## src/rtl/i2c_target_if.sv

```systemverilog
// Bus pins and user-side byte port of the I2C target, bundled for port connection.
interface i2c_target_if;
  logic       scl_in;
  logic       sda_in;
  logic       sda_oe;
  logic [7:0] rx_data;
  logic       rx_valid;
  logic       rx_ready;
  logic [7:0] tx_data;
  logic       tx_req;
  logic       rw;
  logic       busy;
  logic       nack_rx;

  modport slave (
    input  scl_in, sda_in, rx_ready, tx_data,
    output sda_oe, rx_data, rx_valid, tx_req, rw, busy, nack_rx
  );

  modport master (
    output scl_in, sda_in, rx_ready, tx_data,
    input  sda_oe, rx_data, rx_valid, tx_req, rw, busy, nack_rx
  );
endinterface

```

## src/rtl/i2c_target.sv

```systemverilog
// Oversampled I2C target: START/STOP detect, 7-bit address match, byte receive with
// user back-pressure ACK/NACK, and byte transmit on controller reads.
//
// state     | meaning
// IDLE      | bus free, waiting for START
// ADDR      | shifting in 7-bit address + R/W
// ADDR_ACK  | driving the address ACK (9th clock)
// WR_DATA   | shifting in a write byte
// WR_ACK    | driving ACK/NACK for the write byte
// RD_DATA   | driving a read byte, MSB first
// RD_ACK    | sampling the controller's ACK/NACK
// WAIT_STOP | ignoring the bus until START or STOP
module i2c_target #(
  parameter logic [6:0] TARGET_ADDR = 7'h50
) (
  input  logic        i2c_clk_in,
  input  logic        resetN,
  i2c_target_if.slave bus
);

  typedef enum logic [2:0] {
    IDLE, ADDR, ADDR_ACK, WR_DATA, WR_ACK, RD_DATA, RD_ACK, WAIT_STOP
  } state_e;

  state_e     state_q, state_d;
  logic [2:0] scl_sync_q, scl_sync_d;
  logic [2:0] sda_sync_q, sda_sync_d;
  logic [2:0] cnt_q, cnt_d;
  logic [7:0] shift_q, shift_d;
  logic       ph_q, ph_d;
  logic       ld_q, ld_d;
  logic       ack_q, ack_d;
  logic       sda_oe_q, sda_oe_d;
  logic [7:0] rx_data_q, rx_data_d;
  logic       rx_valid_q, rx_valid_d;
  logic       tx_req_q, tx_req_d;
  logic       rw_q, rw_d;
  logic       busy_q, busy_d;
  logic       nack_rx_q, nack_rx_d;

  logic       scl_rise, scl_fall, start_det, stop_det, sda_bit, last_bit, addr_match;
  logic [7:0] shift_in;
  logic [2:0] cnt_m1;

  // Stage [1] is the synchronized value, stage [2] the previous one for edge detect.
  assign scl_sync_d = {scl_sync_q[1:0], bus.scl_in};
  assign sda_sync_d = {sda_sync_q[1:0], bus.sda_in};

  assign scl_rise   = scl_sync_q[1] & ~scl_sync_q[2];
  assign scl_fall   = ~scl_sync_q[1] & scl_sync_q[2];
  assign start_det  = scl_sync_q[1] & ~sda_sync_q[1] & sda_sync_q[2];
  assign stop_det   = scl_sync_q[1] & sda_sync_q[1] & ~sda_sync_q[2];
  assign sda_bit    = sda_sync_q[1];
  assign shift_in   = {shift_q[6:0], sda_bit};
  assign last_bit   = (cnt_q == 3'd0);
  assign cnt_m1     = cnt_q - 3'd1;
  assign addr_match = (shift_in[7:1] == TARGET_ADDR);

  always_ff @(posedge i2c_clk_in or negedge resetN) begin
    if (!resetN) begin
      state_q    <= IDLE;
      scl_sync_q <= 3'b111;
      sda_sync_q <= 3'b111;
      cnt_q      <= 3'd7;
      shift_q    <= 8'h00;
      ph_q       <= 1'b0;
      ld_q       <= 1'b0;
      ack_q      <= 1'b0;
      sda_oe_q   <= 1'b0;
      rx_data_q  <= 8'h00;
      rx_valid_q <= 1'b0;
      tx_req_q   <= 1'b0;
      rw_q       <= 1'b0;
      busy_q     <= 1'b0;
      nack_rx_q  <= 1'b0;
    end else begin
      state_q    <= state_d;
      scl_sync_q <= scl_sync_d;
      sda_sync_q <= sda_sync_d;
      cnt_q      <= cnt_d;
      shift_q    <= shift_d;
      ph_q       <= ph_d;
      ld_q       <= ld_d;
      ack_q      <= ack_d;
      sda_oe_q   <= sda_oe_d;
      rx_data_q  <= rx_data_d;
      rx_valid_q <= rx_valid_d;
      tx_req_q   <= tx_req_d;
      rw_q       <= rw_d;
      busy_q     <= busy_d;
      nack_rx_q  <= nack_rx_d;
    end
  end

  always_comb begin
    state_d = state_q;
    if (start_det) begin
      state_d = ADDR;
    end else if (stop_det) begin
      state_d = IDLE;
    end else begin
      case (state_q)
        ADDR: begin
          if (scl_rise && last_bit) begin
            if (addr_match) state_d = ADDR_ACK;
            else            state_d = WAIT_STOP;
          end
        end
        ADDR_ACK: begin
          if (scl_fall && ph_q) begin
            if (rw_q) state_d = RD_DATA;
            else      state_d = WR_DATA;
          end
        end
        WR_DATA: begin
          if (scl_rise && last_bit) state_d = WR_ACK;
        end
        WR_ACK: begin
          if (scl_fall && ph_q) begin
            if (ack_q) state_d = WR_DATA;
            else       state_d = WAIT_STOP;
          end
        end
        RD_DATA: begin
          if (scl_fall && !ld_q && last_bit) state_d = RD_ACK;
        end
        RD_ACK: begin
          if (scl_rise) begin
            if (sda_bit) state_d = WAIT_STOP;
            else         state_d = RD_DATA;
          end
        end
        default: state_d = state_q;
      endcase
    end
  end

  always_comb begin
    cnt_d      = cnt_q;
    shift_d    = shift_q;
    ph_d       = ph_q;
    ld_d       = ld_q;
    ack_d      = ack_q;
    sda_oe_d   = sda_oe_q;
    rx_data_d  = rx_data_q;
    rx_valid_d = 1'b0;
    tx_req_d   = 1'b0;
    rw_d       = rw_q;
    busy_d     = busy_q;
    nack_rx_d  = 1'b0;
    if (start_det) begin
      cnt_d    = 3'd7;
      sda_oe_d = 1'b0;
      ph_d     = 1'b0;
      ld_d     = 1'b0;
    end else if (stop_det) begin
      sda_oe_d = 1'b0;
      busy_d   = 1'b0;
      ph_d     = 1'b0;
      ld_d     = 1'b0;
    end else begin
      case (state_q)
        ADDR: begin
          if (scl_rise) begin
            shift_d = shift_in;
            if (!last_bit) begin
              cnt_d = cnt_m1;
            end else if (addr_match) begin
              rw_d   = shift_in[0];
              busy_d = 1'b1;
            end
          end
        end
        ADDR_ACK: begin
          if (scl_rise && ph_q && rw_q) tx_req_d = 1'b1;
          if (scl_fall) begin
            if (!ph_q) begin
              sda_oe_d = 1'b1;
              ph_d     = 1'b1;
            end else begin
              ph_d  = 1'b0;
              cnt_d = 3'd7;
              if (rw_q) begin
                shift_d  = bus.tx_data;
                sda_oe_d = ~bus.tx_data[7];
              end else begin
                sda_oe_d = 1'b0;
              end
            end
          end
        end
        WR_DATA: begin
          if (scl_rise) begin
            shift_d = shift_in;
            if (last_bit) begin
              rx_data_d  = shift_in;
              rx_valid_d = 1'b1;
              ack_d      = bus.rx_ready;
            end else begin
              cnt_d = cnt_m1;
            end
          end
        end
        WR_ACK: begin
          if (scl_fall) begin
            if (!ph_q) begin
              sda_oe_d = ack_q;
              ph_d     = 1'b1;
            end else begin
              sda_oe_d = 1'b0;
              ph_d     = 1'b0;
              cnt_d    = 3'd7;
              if (!ack_q) busy_d = 1'b0;
            end
          end
        end
        RD_DATA: begin
          // Open drain: a 0 bit is driven by pulling SDA low.
          if (scl_fall) begin
            if (ld_q) begin
              shift_d  = bus.tx_data;
              sda_oe_d = ~bus.tx_data[7];
              cnt_d    = 3'd7;
              ld_d     = 1'b0;
            end else if (last_bit) begin
              sda_oe_d = 1'b0;
            end else begin
              sda_oe_d = ~shift_q[cnt_m1];
              cnt_d    = cnt_m1;
            end
          end
        end
        RD_ACK: begin
          if (scl_rise) begin
            if (!sda_bit) begin
              tx_req_d = 1'b1;
              ld_d     = 1'b1;
            end else begin
              nack_rx_d = 1'b1;
              busy_d    = 1'b0;
            end
          end
        end
        default: begin
          cnt_d = cnt_q;
        end
      endcase
    end
  end

  assign bus.sda_oe   = sda_oe_q;
  assign bus.rx_data  = rx_data_q;
  assign bus.rx_valid = rx_valid_q;
  assign bus.tx_req   = tx_req_q;
  assign bus.rw       = rw_q;
  assign bus.busy     = busy_q;
  assign bus.nack_rx  = nack_rx_q;

endmodule

```

## src/flat_wrapper.sv

```systemverilog
// flat-port wrapper written by rule: the top's interface ports become plain ports
module i2c_target_flat 
#(
  parameter logic [6:0] TARGET_ADDR = 7'h50
)
  (i2c_clk_in, resetN, bus_scl_in, bus_sda_in, bus_rx_ready, bus_tx_data, bus_sda_oe, bus_rx_data, bus_rx_valid, bus_tx_req, bus_rw, bus_busy, bus_nack_rx);
  i2c_target_if bus_i ();
  input  logic i2c_clk_in;
  input  logic resetN;
  input wire logic [$bits(bus_i.scl_in)-1:0] bus_scl_in;
  input wire logic [$bits(bus_i.sda_in)-1:0] bus_sda_in;
  input wire logic [$bits(bus_i.rx_ready)-1:0] bus_rx_ready;
  input wire logic [$bits(bus_i.tx_data)-1:0] bus_tx_data;
  output wire logic [$bits(bus_i.sda_oe)-1:0] bus_sda_oe;
  output wire logic [$bits(bus_i.rx_data)-1:0] bus_rx_data;
  output wire logic [$bits(bus_i.rx_valid)-1:0] bus_rx_valid;
  output wire logic [$bits(bus_i.tx_req)-1:0] bus_tx_req;
  output wire logic [$bits(bus_i.rw)-1:0] bus_rw;
  output wire logic [$bits(bus_i.busy)-1:0] bus_busy;
  output wire logic [$bits(bus_i.nack_rx)-1:0] bus_nack_rx;
  assign bus_i.scl_in = bus_scl_in;
  assign bus_i.sda_in = bus_sda_in;
  assign bus_i.rx_ready = bus_rx_ready;
  assign bus_i.tx_data = bus_tx_data;
  assign bus_sda_oe = bus_i.sda_oe;
  assign bus_rx_data = bus_i.rx_data;
  assign bus_rx_valid = bus_i.rx_valid;
  assign bus_tx_req = bus_i.tx_req;
  assign bus_rw = bus_i.rw;
  assign bus_busy = bus_i.busy;
  assign bus_nack_rx = bus_i.nack_rx;
  i2c_target #(.TARGET_ADDR(TARGET_ADDR)) u_core (.i2c_clk_in(i2c_clk_in), .resetN(resetN), .bus(bus_i));
endmodule
```

## config.mk

```make
export PLATFORM = sky130hd
export DESIGN_NAME = i2c_target_flat
export DESIGN_NICKNAME = d
export VERILOG_FILES = /design/src/rtl/i2c_target_if.sv /design/src/rtl/i2c_target.sv /design/src/flat_wrapper.sv
export SDC_FILE = /design/constraint.sdc
export NUM_CORES = 1
export LEC_CHECK = 0
export CORE_MARGIN = 2
export CORE_UTILIZATION = 40
export DETAILED_ROUTE_END_ITERATION = 8
export PLACE_DENSITY = 0.65
export SKIP_CTS_REPAIR_TIMING = 1
export SYNTH_ARGS = -nofsm -noshare
export SYNTH_HDL_FRONTEND = slang
export SYNTH_SLANG_ARGS = --single-unit
```

## constraint.sdc

```tcl
create_clock -name i2c_clk_in -period 2.7 [get_ports i2c_clk_in]
set_input_delay 0.675 -clock i2c_clk_in [delete_from_list [all_inputs] [get_ports i2c_clk_in]]
set_output_delay 0.675 -clock i2c_clk_in [all_outputs]
set_load 0.02 [all_outputs]
```

==> run_results.csv, run 1 <==
group,metric,value,unit
placement,place_congestion,0.907,
cells_and_area,diodes,0,
drt,wl,5.05,mm
drt,dr.pass1.iters,4,
grt,first_global_vias,1701,
drt,viasPerCell,5.34,
yosys,synth.area.mux_share,0.123,
yosys,yosys_warnings,0,
cells_and_area,drive_gt1_frac,0.179,
drt,drt-wirelength-per-cell,15.6,µm
cells_and_area,fin_cells,324,
yosys,syn-num-nets,243,
floorplanning,io-pin-count,27,
power_and_ir_drop,ir_drop,0.487,mV
critical_path,end_kind,"flop",
yosys,synth_common_cells,"nand2_1, dfrtp_1, o21ai_0",
timing,setup_viol_count_final,0,
timing,finalHoldViolations,0,
min_path,holdPathStages,0,
timing,final_max_slew_viol_count,0,
yosys,synth_top_cell_by_area,"dfrtp_1",
yosys,synth_edf_count,0,
timing,fin_crit_sh,0.826,
critical_path,rr_worst_depth,7,
clock_network,cts_sinks,37,
drt,drc_errors,0,
floorplanning,die_h,78.4,µm
min_path,hp-class,"flop to flop",
floorplanning,die_area,6150,µm²
power_and_ir_drop,p_leak,1.10,nW
yosys,netlist_area,2210,µm²
clock_network,path_clk_slew,0.08,ns
critical_path,r2r_setup_slack,0.47,ns
min_path,hold_start,"u_core.sda_sync_q[0]",
floorplanning,core,5440,µm²
critical_path,critPathKind,"flop to flop",
yosys,avgSynthCellArea,9.71,µm²
placement,place.port_buffers,26,
timing,min_period,2.23,ns
clock_network,clock-root-buffer,"clkbuf_8",
drt,drt_iter0_drc,116,
critical_path,reg2reg_from,"u_core.cnt_q[0]",
cells_and_area,nFillCells,545,
timing,skew,0.0112,ns
drt,ant_nets,0,
yosys,synth_compound_area_frac,0.162,
min_path,min_to,"u_core.sda_sync_q[1]",
timing,worst_pin_slew,0.803,ns
yosys,yosys.area_share.simple,0.206,
critical_path,worst-endpoint-required,2.89,ns
yosys,synth_top_family_by_area,"simple AND/OR/NAND/NOR gates",
critical_path,arrival,2.42,ns
clock_network,clk_path_buf_depth,2,
yosys,synth.distinct_cells,54,
timing,setup_tns,0,ns
critical_path,r2r_end,"u_core.state_q[2]",
power_and_ir_drop,powerDensity,957,nW/µm²
cells_and_area,finalCoreUtilization,0.476,
yosys,synthFlopType,"dfrtp_1",
grt,grt_start_max_net_pins,38,
clock_network,cts_buffers,5,
timing,slew_headroom,0.464,
yosys,ys_top_cells_by_area,"dfrtp_1, dfstp_2, nand2_1, mux2_4, mux2_2",
cells_and_area,layout.nets,266,
yosys,yosysSeqAreaShare,0.423,
yosys,synth_most_common_cell,"nand2_1",
yosys,syn_inst,228,
yosys,synth-xor-area-share,0.0119,
grt,antenna_found_initial,0,
clock_network,cts-htree-levels,2,
yosys,ys_ff_latch,37,
grt,grt_pass1_wl,8.47,mm
critical_path,setup.worst_path.start_class,"flop",
yosys,synth_top_area_frac,0.316,
yosys,synth-adder-area-share,0.0158,
cells_and_area,area_growth_syn_to_layout,17.0,%
floorplanning,die-width,78.4,µm
timing,rsz0062_at_grt,"false",
flow_run,cap_viol_max_count,0,
floorplanning,start_util,0.407,
clock_network,clk_latency,0.31,ns
placement,dpl.hpwl,3.48,mm
timing,fmax,448,MHz
grt,grt_use_total,0.178,
critical_path,cp_max_fo,5,
run_status,status,"finished, final reports clean",
yosys,async_reset_ff_frac,1.00,
grt,grt_overflow_total,0,
floorplanning,placementRows,27,
clock_network,cts_tree,"built",
placement,placedCellCount,316,
drt,route.vias.total,1729,
[layer usage]
layer	up-vias	global-route usage	wire length, µm
met5	-	0	0
met4	0	0.0702	108
met3	10	0.0414	323
met2	62	0.265	2230
met1	802	0.252	2390
li1	855	-	-
[layout make-up]
type | count | area, µm² | share of cell area
sequential | 37 | 937 | 0.362
tap | 72 | 90.1 | 0.0348
multi-input combinational | 166 | 1150 | 0.443
clock buffer | 5 | 68.8 | 0.0266
clock inverter | 3 | 21.3 | 0.00821
inverter | 11 | 41.3 | 0.0159
timing repair buffer | 30 | 285 | 0.110
[critical path, stage by stage (launching register included)]
cell	delay (ns)
dfstp_2	0.40
inv_1	0.10
ha_1	0.22
nor2b_1	0.28
nand2_1	0.11
a221oi_1	0.57
nand3_1	0.16
a32o_1	0.29
[per-stage QoR]
step                hold slack, ns  worst slack, ns  total power [mW]  area, µm²
floorplan                    0.345            0.772              1.76       2210
global placement             0.347            0.588              2.05       2500
detailed placement           0.347            0.478              2.05       2500
CTS                          0.359            0.443              2.48       2590
global route                 0.362            0.325              2.66       2590
finish                       0.358            0.469              2.48       2590
[flip-flops by register name, indices dropped and copies added, names as in the netlist]
name                 count
u_core.scl_sync_q        3
u_core.bus.rx_valid      1
u_core.bus.nack_rx       1
u_core.ld_q              1
u_core.bus.tx_req        1
u_core.bus.sda_oe        1
u_core.bus.busy          1
u_core.bus.rw            1
u_core.cnt_q             3
u_core.bus.rx_data       8
u_core.sda_sync_q        3
u_core.shift_q           8
u_core.state_q           3
u_core.ack_q             1
u_core.ph_q              1
[cell usage in the layout (no fill, tap or decap), drive strengths merged, types with 2 or more instances in the layout]
cell / synthesis / routed
a211oi: 2 / 2
a2111oi: 2 / 2
mux2i: 2 / 2
nor3b: 2 / 2
and2: 5 / 5
a22oi: 3 / 3
o211ai: 2 / 2
mux4: 2 / 2
nand3b: 2 / 2
or3: 3 / 3
inv: 11 / 12
nor2b: 7 / 7
o21ai: 16 / 16
dfrtp: 28 / 28
nor2: 9 / 9
a31oi: 2 / 2
o22ai: 2 / 2
nand3: 8 / 8
nand2: 35 / 35
a21oi: 11 / 11
ha: 2 / 2
mux2: 16 / 16
clkdlybuf4s50: 0 / 25
dfstp: 9 / 9
clkbuf: 6 / 5
a32o: 3 / 3
o31ai: 3 / 3
buf: 8 / 5
xor2: 2 / 2
nand2b: 4 / 4
nor4: 2 / 2
[kinds of logic (layout without fill, tap and decap cells)]
logic type,count (synthesis),count (layout)
flops,37,37
simple gates,87,87
mux,20,20
buf+inv,25,49
fa+ha+maj,3,3
compound gates,53,53
xor+xnor,3,3
[how the worst max path moves through the flow]
stage / from / endpoint / cells after the start
floorplan: u_core.cnt_q[0] / u_core.state_q[2] / 7
global placement: u_core.cnt_q[0] / u_core.state_q[2] / 7
detailed placement: u_core.cnt_q[0] / u_core.state_q[2] / 7
CTS: u_core.cnt_q[0] / u_core.state_q[2] / 7
global route: u_core.cnt_q[0] / u_core.state_q[2] / 7
finish: u_core.cnt_q[0] / u_core.state_q[2] / 7
[power by group]
part / internal (mW) / switching, mW / leakage, nW / total, mW
clock: 0.183 / 0.233 / 0.0445 / 0.416
combinational: 0.543 / 0.588 / 0.601 / 1.13
sequential: 0.713 / 0.219 / 0.457 / 0.932
total: 1.44 / 1.04 / 1.10 / 2.48
(Power assumes the default switching activity.)
==> inputs of run 2 (changes only) <==
==> constraint.sdc (replaced) <==
create_clock -name i2c_clk_in -period 2.2 [get_ports i2c_clk_in]
set_input_delay 0.55 -clock i2c_clk_in [delete_from_list [all_inputs] [get_ports i2c_clk_in]]
set_output_delay 0.55 -clock i2c_clk_in [all_outputs]
set_load 0.02 [all_outputs]
==> run 2 against run 1 <==
Net effect:
- clock power up 13%
- sequential share of layout area down 0.94 points
- core utilization up 1.3 points
- total power up 27%
- critical path type unchanged
- critical endpoint is now u_core.bus.sda_oe
- highest routed layer unchanged
==> run_results.csv, run 2 (synthesis gave the netlist of run 1 again) <==
group,metric,value,unit
critical_path,end_kind,"flop",
cells_and_area,diodes,0,
placement,dpl.hpwl,3.81,mm
grt,grt_use_total,0.190,
timing,fin_crit_sh,0.935,
clock_network,clk_latency,0.29,ns
critical_path,reg2reg_from,"u_core.cnt_q[0]",
timing,final_max_slew_viol_count,0,
cells_and_area,final_common_cell,"nand2_1",
drt,route.vias.total,1838,
power_and_ir_drop,powerDensity,1180,nW/µm²
grt,first_global_vias,1786,
drt,ant_nets,0,
timing,setup_tns,0,ns
flow_run,cap_viol_max_count,0,
floorplanning,io-pin-count,27,
power_and_ir_drop,ir_drop,0.600,mV
critical_path,setup.worst_path.start_class,"flop",
cells_and_area,drive_gt1_frac,0.204,
drt,met2WireLength,2.38,mm
cells_and_area,layout.nets,274,
cells_and_area,final_cell_mix,"nand2_1, dfrtp_1, clkdlybuf4s50_1",
drt,drc_errors,0,
critical_path,arrival,2.27,ns
clock_network,path_clk_slew,0.08,ns
timing,rsz0062_at_grt,"false",
drt,drt_iter0_drc,144,
critical_path,r2r_end,"u_core.bus.sda_oe",
placement,place.port_buffers,26,
drt,wl,5.37,mm
clock_network,cts_sinks,37,
grt,grt_start_max_net_pins,38,
floorplanning,start_util,0.407,
drt,top_layer_used,"met4",
timing,finalHoldViolations,0,
clock_network,clk_path_buf_depth,2,
timing,fmax,486,MHz
critical_path,rr_worst_depth,7,
floorplanning,die-width,78.4,µm
clock_network,clock-root-buffer,"clkbuf_8",
grt,grt_overflow_total,0,
grt,grt_pass1_wl,9.13,mm
critical_path,cp_max_fo,5,
drt,viasPerCell,5.54,
floorplanning,core,5440,µm²
clock_network,cts_buffers,5,
power_and_ir_drop,p_leak,1.15,nW
timing,setup_viol_count_final,0,
cells_and_area,area_growth_syn_to_layout,20.1,%
drt,drt-wirelength-per-cell,16.2,µm
placement,place_congestion,0.880,
floorplanning,die_area,6150,µm²
floorplanning,die_h,78.4,µm
critical_path,critPathCapture,"u_core.bus.sda_oe",
run_status,status,"finished, final reports clean",
power_and_ir_drop,total_power,3.14,mW
critical_path,r2r_setup_slack,0.14,ns
drt,dr.pass1.iters,4,
critical_path,critPathKind,"flop to flop",
timing,worst_pin_slew,0.517,ns
drt,wl_met1,2.55,mm
timing,min_period,2.06,ns
floorplanning,placementRows,27,
clock_network,cts-htree-levels,2,
timing,slew_headroom,0.656,
timing,skew,0.00964,ns
critical_path,cp-startpoint,"u_core.cnt_q[0]",
clock_network,cts_tree,"built",
drt,dr_wl_met3,358,µm
grt,antenna_found_initial,0,
min_path,hp-class,"input pin to asynchronous set/reset pin",
critical_path,worst-endpoint-required,2.42,ns
[run 2: routing by layer]
metal | vias up | track usage
li1 | 872 | -
met1 | 880 | 0.272
met2 | 77 | 0.284
met3 | 9 | 0.0402
met4 | 0 | 0.0632
met5 | - | 0
[run 2: layout make-up]
cell class                 count  area (µm²)
tap                           72        90.1
fill                         528        2780
inverter                      11        41.3
clock buffer                   6        72.6
timing repair buffer          38         358
clock inverter                 2        10.0
sequential                    37         937
multi-input combinational    166        1150
[run 2: worst min path at each step]
| stage | from | end | slack (ns) | cells past startpoint |
|---|---|---|---|---|
| after global placement | u_core.sda_sync_q[0] | u_core.sda_sync_q[1] | 0.35 | 0 |
| after floorplan | resetN | u_core.ack_q | 0.25 | 0 |
| after detailed placement | u_core.sda_sync_q[0] | u_core.sda_sync_q[1] | 0.35 | 0 |
| after global routing | resetN | u_core.bus.sda_oe | 0.32 | 2 |
| final | resetN | u_core.bus.sda_oe | 0.28 | 2 |
| after CTS | resetN | u_core.bus.sda_oe | 0.31 | 2 |
[run 2: worst max-delay path, stage by stage, from the launching register on]
cell and delay [ns]:
dfstp_2 0.58, inv_1 0.08, ha_1 0.25, or3_1 0.38
a211o_1 0.30, a21oi_1 0.14, a2111oi_1 0.07, o21ai_0 0.18
[run 2: metrics by stage]
step | setup slack, ns | cells | util | hold slack (ns) | cell area (µm²)
after floorplan | 0.272 | 228 | - | 0.254 | 2210
after global placement | 0.132 | 324 | 0.473 | 0.347 | 2570
after detailed placement | 0.112 | 324 | 0.473 | 0.347 | 2570
after CTS | 0.0873 | 332 | 0.488 | 0.309 | 2660
after global routing | 0.0246 | 332 | 0.489 | 0.323 | 2660
final | 0.143 | 332 | 0.489 | 0.284 | 2660
[run 2: power by group]
part / internal, mW / switching (mW)
clock: 0.220 / 0.251
combinational: 0.757 / 0.777
sequential: 0.875 / 0.263
total: 1.85 / 1.29
==> inputs of run 3 (changes only) <==
--- a/config.mk
+++ b/config.mk
@@ -5,6 +5,7 @@
 export SDC_FILE = /design/constraint.sdc
 export NUM_CORES = 1
 export LEC_CHECK = 0
+export ABC_CLOCK_PERIOD_IN_PS = 2200
 export CORE_MARGIN = 2
 export CORE_UTILIZATION = 40
 export DETAILED_ROUTE_END_ITERATION = 8
==> results of run 3 <==
The final DEF is identical to that of run 2; final timing and power are the same.
